===== src/rtl/mips_pkg.sv =====
// Shared types and defaults for the MIPS instruction-fetch front end.
package mips_pkg;

   localparam int unsigned          DEFAULT_XLEN     = 32;
   localparam logic [31:0]          DEFAULT_RESET_PC = 32'h0000_0000;
   localparam logic [31:0]          PC_STEP          = 32'd4;

   // One queued instruction together with the address it was fetched from.
   typedef struct packed {
      logic [DEFAULT_XLEN-1:0] pc;
      logic [DEFAULT_XLEN-1:0] instr;
   } fetch_entry_t;

endpackage


===== src/rtl/fetch_fifo.sv =====
// Synchronous FIFO of fetch entries; flush wins over push and pop.
// When empty, head keeps presenting the last entry that was at the head.
module fetch_fifo
   import mips_pkg::*;
#(
   parameter int unsigned DEPTH = 4
) (
   input  logic                   clk,
   input  logic                   rst_n,
   input  logic                   push,
   input  logic                   pop,
   input  logic                   flush,
   input  fetch_entry_t           din,
   output fetch_entry_t           head,
   output logic [$clog2(DEPTH):0] count
);

   localparam int unsigned PW = $clog2(DEPTH);
   localparam int unsigned CW = PW + 1;
   localparam logic [CW-1:0] FULL_CNT = CW'(DEPTH);

   fetch_entry_t  mem_q [DEPTH];
   fetch_entry_t  mem_d [DEPTH];
   fetch_entry_t  hold_q, hold_d;
   logic [PW-1:0] wr_ptr_q, wr_ptr_d;
   logic [PW-1:0] rd_ptr_q, rd_ptr_d;
   logic [CW-1:0] count_q, count_d;
   logic          not_empty, do_push, do_pop;

   // Next-state for storage, pointers, occupancy and the held head value.
   always_comb begin
      not_empty = (count_q != '0);
      do_pop    = pop && !flush && not_empty;
      do_push   = push && !flush && ((count_q != FULL_CNT) || do_pop);
      mem_d     = mem_q;
      if (do_push) begin
         mem_d[wr_ptr_q] = din;
      end
      hold_d = not_empty ? mem_q[rd_ptr_q] : hold_q;
      if (flush) begin
         wr_ptr_d = '0;
         rd_ptr_d = '0;
         count_d  = '0;
      end else begin
         wr_ptr_d = wr_ptr_q + PW'(do_push);
         rd_ptr_d = rd_ptr_q + PW'(do_pop);
         count_d  = count_q + CW'(do_push) - CW'(do_pop);
      end
   end

   // State registers with asynchronous active-low reset.
   always_ff @(posedge clk or negedge rst_n) begin
      if (!rst_n) begin
         mem_q    <= '{default: '0};
         hold_q   <= '0;
         wr_ptr_q <= '0;
         rd_ptr_q <= '0;
         count_q  <= '0;
      end else begin
         mem_q    <= mem_d;
         hold_q   <= hold_d;
         wr_ptr_q <= wr_ptr_d;
         rd_ptr_q <= rd_ptr_d;
         count_q  <= count_d;
      end
   end

   assign head  = not_empty ? mem_q[rd_ptr_q] : hold_q;
   assign count = count_q;

endmodule


===== src/rtl/mips_fetch_unit.sv =====
// Decoupled instruction prefetcher: credit-limited requests, in-order
// responses into an instruction queue, redirect with stale-response drop.
module mips_fetch_unit
   import mips_pkg::*;
#(
   parameter int unsigned     XLEN     = DEFAULT_XLEN,
   parameter int unsigned     DEPTH    = 4,
   parameter logic [XLEN-1:0] RESET_PC = DEFAULT_RESET_PC
) (
   input  logic            CLK,
   input  logic            Reset,
   output logic            ReqValid,
   input  logic            ReqReady,
   output logic [XLEN-1:0] ReqAddr,
   input  logic            RespValid,
   input  logic [XLEN-1:0] RespData,
   input  logic            RedirectValid,
   input  logic [XLEN-1:0] RedirectPC,
   input  logic            StallD,
   output logic            InstrValidD,
   output logic [XLEN-1:0] InstrD,
   output logic [XLEN-1:0] PCD,
   output logic [XLEN-1:0] PCPlus4D,
   output logic [XLEN-1:0] FetchPC
);

   localparam int unsigned   CW      = $clog2(DEPTH) + 1;
   localparam logic [CW:0]   DEPTH_W = (CW + 1)'(DEPTH);
   localparam logic [XLEN-1:0] STEP  = XLEN'(PC_STEP);

   logic [XLEN-1:0] req_pc_q, req_pc_d;
   logic [XLEN-1:0] resp_pc_q, resp_pc_d;
   logic [CW-1:0]   outstanding_q, outstanding_d;
   logic [CW-1:0]   drop_q, drop_d;
   logic [CW-1:0]   count;
   logic [CW:0]     inflight;
   logic            req_fire, resp_ok, resp_keep, pop;
   fetch_entry_t    push_entry, head;

   // Credit check from registered occupancy, handshake and queue control.
   always_comb begin
      inflight    = {1'b0, count} + {1'b0, outstanding_q};
      ReqValid    = Reset && !RedirectValid && (inflight < DEPTH_W);
      req_fire    = ReqValid && ReqReady;
      resp_ok     = RespValid && (outstanding_q != '0);
      resp_keep   = resp_ok && !RedirectValid && (drop_q == '0);
      InstrValidD = (count != '0);
      pop         = InstrValidD && !StallD && !RedirectValid;
      push_entry  = '{pc: resp_pc_q, instr: RespData};
   end

   // PC, outstanding and drop bookkeeping; a redirect re-arms drop with every
   // response still in flight after this cycle's one.
   always_comb begin
      req_pc_d      = req_pc_q;
      resp_pc_d     = resp_pc_q;
      drop_d        = drop_q;
      outstanding_d = outstanding_q + CW'(req_fire) - CW'(resp_ok);
      if (RedirectValid) begin
         req_pc_d  = RedirectPC;
         resp_pc_d = RedirectPC;
         drop_d    = outstanding_q - CW'(resp_ok);
      end else begin
         if (req_fire) begin
            req_pc_d = req_pc_q + STEP;
         end
         if (resp_ok) begin
            if (drop_q != '0) begin
               drop_d = drop_q - CW'(1);
            end else begin
               resp_pc_d = resp_pc_q + STEP;
            end
         end
      end
   end

   // Fetch state registers with asynchronous active-low reset.
   always_ff @(posedge CLK or negedge Reset) begin
      if (!Reset) begin
         req_pc_q      <= RESET_PC;
         resp_pc_q     <= RESET_PC;
         outstanding_q <= '0;
         drop_q        <= '0;
      end else begin
         req_pc_q      <= req_pc_d;
         resp_pc_q     <= resp_pc_d;
         outstanding_q <= outstanding_d;
         drop_q        <= drop_d;
      end
   end

   fetch_fifo #(
      .DEPTH (DEPTH)
   ) u_fifo (
      .clk   (CLK),
      .rst_n (Reset),
      .push  (resp_keep),
      .pop   (pop),
      .flush (RedirectValid),
      .din   (push_entry),
      .head  (head),
      .count (count)
   );

   assign InstrD   = head.instr;
   assign PCD      = head.pc;
   assign PCPlus4D = head.pc + STEP;
   assign ReqAddr  = req_pc_q;
   assign FetchPC  = req_pc_q;

endmodule

===== config.mk =====
export PLATFORM = sky130hd
export DESIGN_NAME = mips_fetch_unit
export DESIGN_NICKNAME = d
export VERILOG_FILES = /design/src/rtl/mips_pkg.sv /design/src/rtl/fetch_fifo.sv /design/src/rtl/mips_fetch_unit.sv
export SDC_FILE = /design/constraint.sdc
export NUM_CORES = 1
export LEC_CHECK = 0
export CAP_MARGIN = 25
export CORE_ASPECT_RATIO = 1.4
export CORE_MARGIN = 1.5
export CORE_UTILIZATION = 55
export CTS_BUF_LIST = sky130_fd_sc_hd__clkbuf_2
export DETAILED_ROUTE_END_ITERATION = 7
export DONT_BUFFER_PORTS = 1
export GPL_ROUTABILITY_DRIVEN = 0
export PLACE_DENSITY_LB_ADDON = 0.25
export SLEW_MARGIN = 20
export SYNTH_ARGS = -nofsm -noshare
export SYNTH_HDL_FRONTEND = slang
export SYNTH_SLANG_ARGS = --single-unit

===== constraint.sdc =====
create_clock -name CLK -period 5.3 [get_ports CLK]
set_clock_uncertainty 0.15 [all_clocks]
set_input_delay 1.06 -clock CLK [delete_from_list [all_inputs] [get_ports CLK]]
set_output_delay 1.06 -clock CLK [all_outputs]
set_load 0.03 [all_outputs]

==> results.cfg, run 1 <==
[synthesis]
synth_top_cells_by_count = dfrtp_1 (397), mux2_2 (260), nand2_1 (254)
ys_ff_latch = 397
synth.area.top_cells = dfrtp_1 (53%), mux2_2 (16%), mux4_2 (6.8%)
synth_edf_count = 0
yosysMostFrequentCell = dfrtp_1
synthFlopType = dfrtp_1
synth.avg_cell_area_um2 = 12.4
yosysSeqAreaShare = 0.532
synthCells = 1507
async_reset_ff_frac = 1.00
yosysWarnings = 0
syn_area_um2 = 18700
syn_nets = 1593
yosysTopAreaCell = dfrtp_1
synth_cell_types = 57
synth_top_area_frac = 0.532

[routing]
avgViaCountPerCell = 5.77
wl_mm = 41.9
num_vias = 12100
first_pass_iters = 5
wl_per_cell_um = 20.0
drc = 0
ant_nets = 0
drt_iter0_drc = 656

[die]
rows = 79
start_util = 0.561
die_y_um = 221
die-area_um2 = 35100
core-area_um2 = 33300
die_w_um = 159
top_level_ports = 232

[final_layout]
finish.instance_area_um2 = 20400
final_cells = 2093
nNetsFinal = 1664
area_growth_pct = 9.47
drive_above_1_share = 0.324

[placed_design]
portBuffers = 0
dp.cells = 1875
hpwl_mm = 26.0
placed_cell_area_um2 = 19000

[worst_hold_path]
hp-class = primary input to async pin

[global_route]
grt_pass1_vias = 13000
grtUsageTotal = 0.245
grt_max_degree = 399
grt-ovfl-total = 0
antenna_found_initial = 1
grt_pass1_wl_mm = 68.3

[setup_path]
cp_max_fo = 22
r2r_cells = 14
r2r_start = u_fifo.count[2]
cp.required_ns = 4.09
reg2reg_setup_slack_ns = 1.38
critPathKind = flip-flop to output port
r2r_end = outstanding_q[2]
worst_setup_path_end_kind = output port
critPathArrivalTime_ns = 3.80
start_kind = flip-flop

[sta]
slew_headroom = 0.288
setup_viol = 0
period_share = 0.945
tns_ns = 0
grt_setup_unrepaired = false
slew_violations = 0
post-route-min-period_ns = 5.01
whs_ns = -0.356
max_freq_mhz = 200
hold_viol = 397
worst-slew-pin-transition_ns = 1.07

[clock_network]
cts_max_path_buffers = 3
clk_latency_ns = 0.97
path_clk_slew_ns = 0.11
cts_sinks = 397
numCtsBuffers = 94
htreeDepth = 3
cts-root-buf = clkbuf_2
hold_buffers = 47
cts_tree = yes

[power]
ir_drop_mv = 0.262
p_leak_nw = 9.83
finalPower_mw = 9.90
power_density_nw_per_um2 = 484

[run_status]
status = finished with violations
failed_checks = hold timing

[flow_run]
cap_viol_max_count = 0
[cell families (layout without fill, tap and decap cells)]
group                      count (synthesis)  after routing  synth area share
DFF                                      397            397             0.532
other                                      0              1                 0
adders and majority gates                 16             16            0.0115
and+or+nand+nor                          420            420             0.103
xor gates and xnor gates                  67             67            0.0314
buffers and inverters                    157            297            0.0417
muxes                                    334            334             0.241
AOI/OAI and AO/OA                        116            116            0.0395
[how the worst max path moves through the flow]
stage                         to                from  cells after the start  slack, ns
global placement    PCPlus4D[11]     u_fifo.count[0]                      8       0.86
finish              PCPlus4D[22]  u_fifo.rd_ptr_q[1]                      8       0.29
CTS                 PCPlus4D[14]  u_fifo.rd_ptr_q[0]                     10      0.009
floorplan           PCPlus4D[10]     u_fifo.count[1]                     13       0.16
global route        PCPlus4D[22]     u_fifo.count[1]                     12       0.05
detailed placement  PCPlus4D[11]     u_fifo.count[0]                      8       0.81
[critical path, cell delays in order, from the launching register on]
cell and delay [ns]:
dfrtp_2 0.55, buf_4 0.40, mux4_1 0.26, mux2_2 0.34, a21boi_0 0.44, nand4_2 0.24, a21oi_1 0.22, xor2_1 0.20
buf_4 0.19
[report_power, final]
part           internal (mW)  switching (mW)
clock network          0.799            1.21
registers               3.63           0.582
logic                   1.24            2.44
[cell usage in the layout, fill, tap and decap left out, types with 7 or more instances in the layout]
cell	synthesis	layout
mux2i_1	8	8
o21ai_0	57	57
xnor2_1	37	37
nor3_1	17	17
clkinv_2	0	8
nand4_1	23	23
dlygate4sd3_1	0	46
xor2_1	30	30
a21oi_1	14	14
inv_2	3	7
mux2_2	260	260
nor2_1	30	30
o311ai_0	10	10
nand3_1	42	41
a31oi_1	9	9
mux4_2	56	56
nand2_1	254	251
clkinv_1	0	22
clkbuf_2	0	125
ha_1	14	14
mux4_1	8	8
dfrtp_1	397	395
and3_1	13	13
inv_1	34	34
buf_4	36	41
[area by class of cell]
type	count	area, µm²
Timing Repair Buffer	95	925
Sequential cell	397	9940
Multi-Input combinational cell	953	8010
Clock inverter	40	248
Inverter	37	141
Tap cell	445	557
Antenna cell	1	2.50
Fill cell	2660	12900
Clock buffer	125	626
[layer usage]
layer	part of all wire	global-route usage	wire length, µm	up-vias
met2	0.51	0.422	21200	411
met4	0.042	0.131	1770	0
li1	-	-	-	5493
met3	0.052	0.0512	2200	94
met5	0	0	0	-
met1	0.40	0.286	16700	6071
[state kept, by name, indices dropped and copies added (netlist names)]
signal	flops
resp_pc_q	32
u_fifo.rd_ptr_q	2
u_fifo.mem_q	256
FetchPC	32
outstanding_q	3
u_fifo.count	3
u_fifo.hold_q	64
drop_q	3
u_fifo.wr_ptr_q	2
[per-stage QoR]
stage	utilization	worst slack (ns)
final	0.614	0.291
after global routing	0.614	0.0494
after CTS	0.611	0.00915
after detailed placement	0.570	0.812
after global placement	0.569	0.859
after floorplan	-	0.156
[what timing repair did]
action                                  in CTS  in global routing
endpoints found under the setup margin      18                 17
pin swaps                                    1                  1
buffers inserted                             1                  2
endpoints found under the hold margin      545                397
cloned                                       0                  1
gates resized for setup                      5                  4
No activity file was read; power rests on OpenSTA's default activity.
==> run 2, diff against run 1 <==
--- a/config.mk
+++ b/config.mk
@@ -5,6 +5,7 @@
 export SDC_FILE = /design/constraint.sdc
 export NUM_CORES = 1
 export LEC_CHECK = 0
+export ABC_CLOCK_PERIOD_IN_PS = 5300
 export CAP_MARGIN = 25
 export CORE_ASPECT_RATIO = 1.4
 export CORE_MARGIN = 1.5
==> results of run 2 <==
The final DEF is identical to that of run 1; final timing and power are the same.
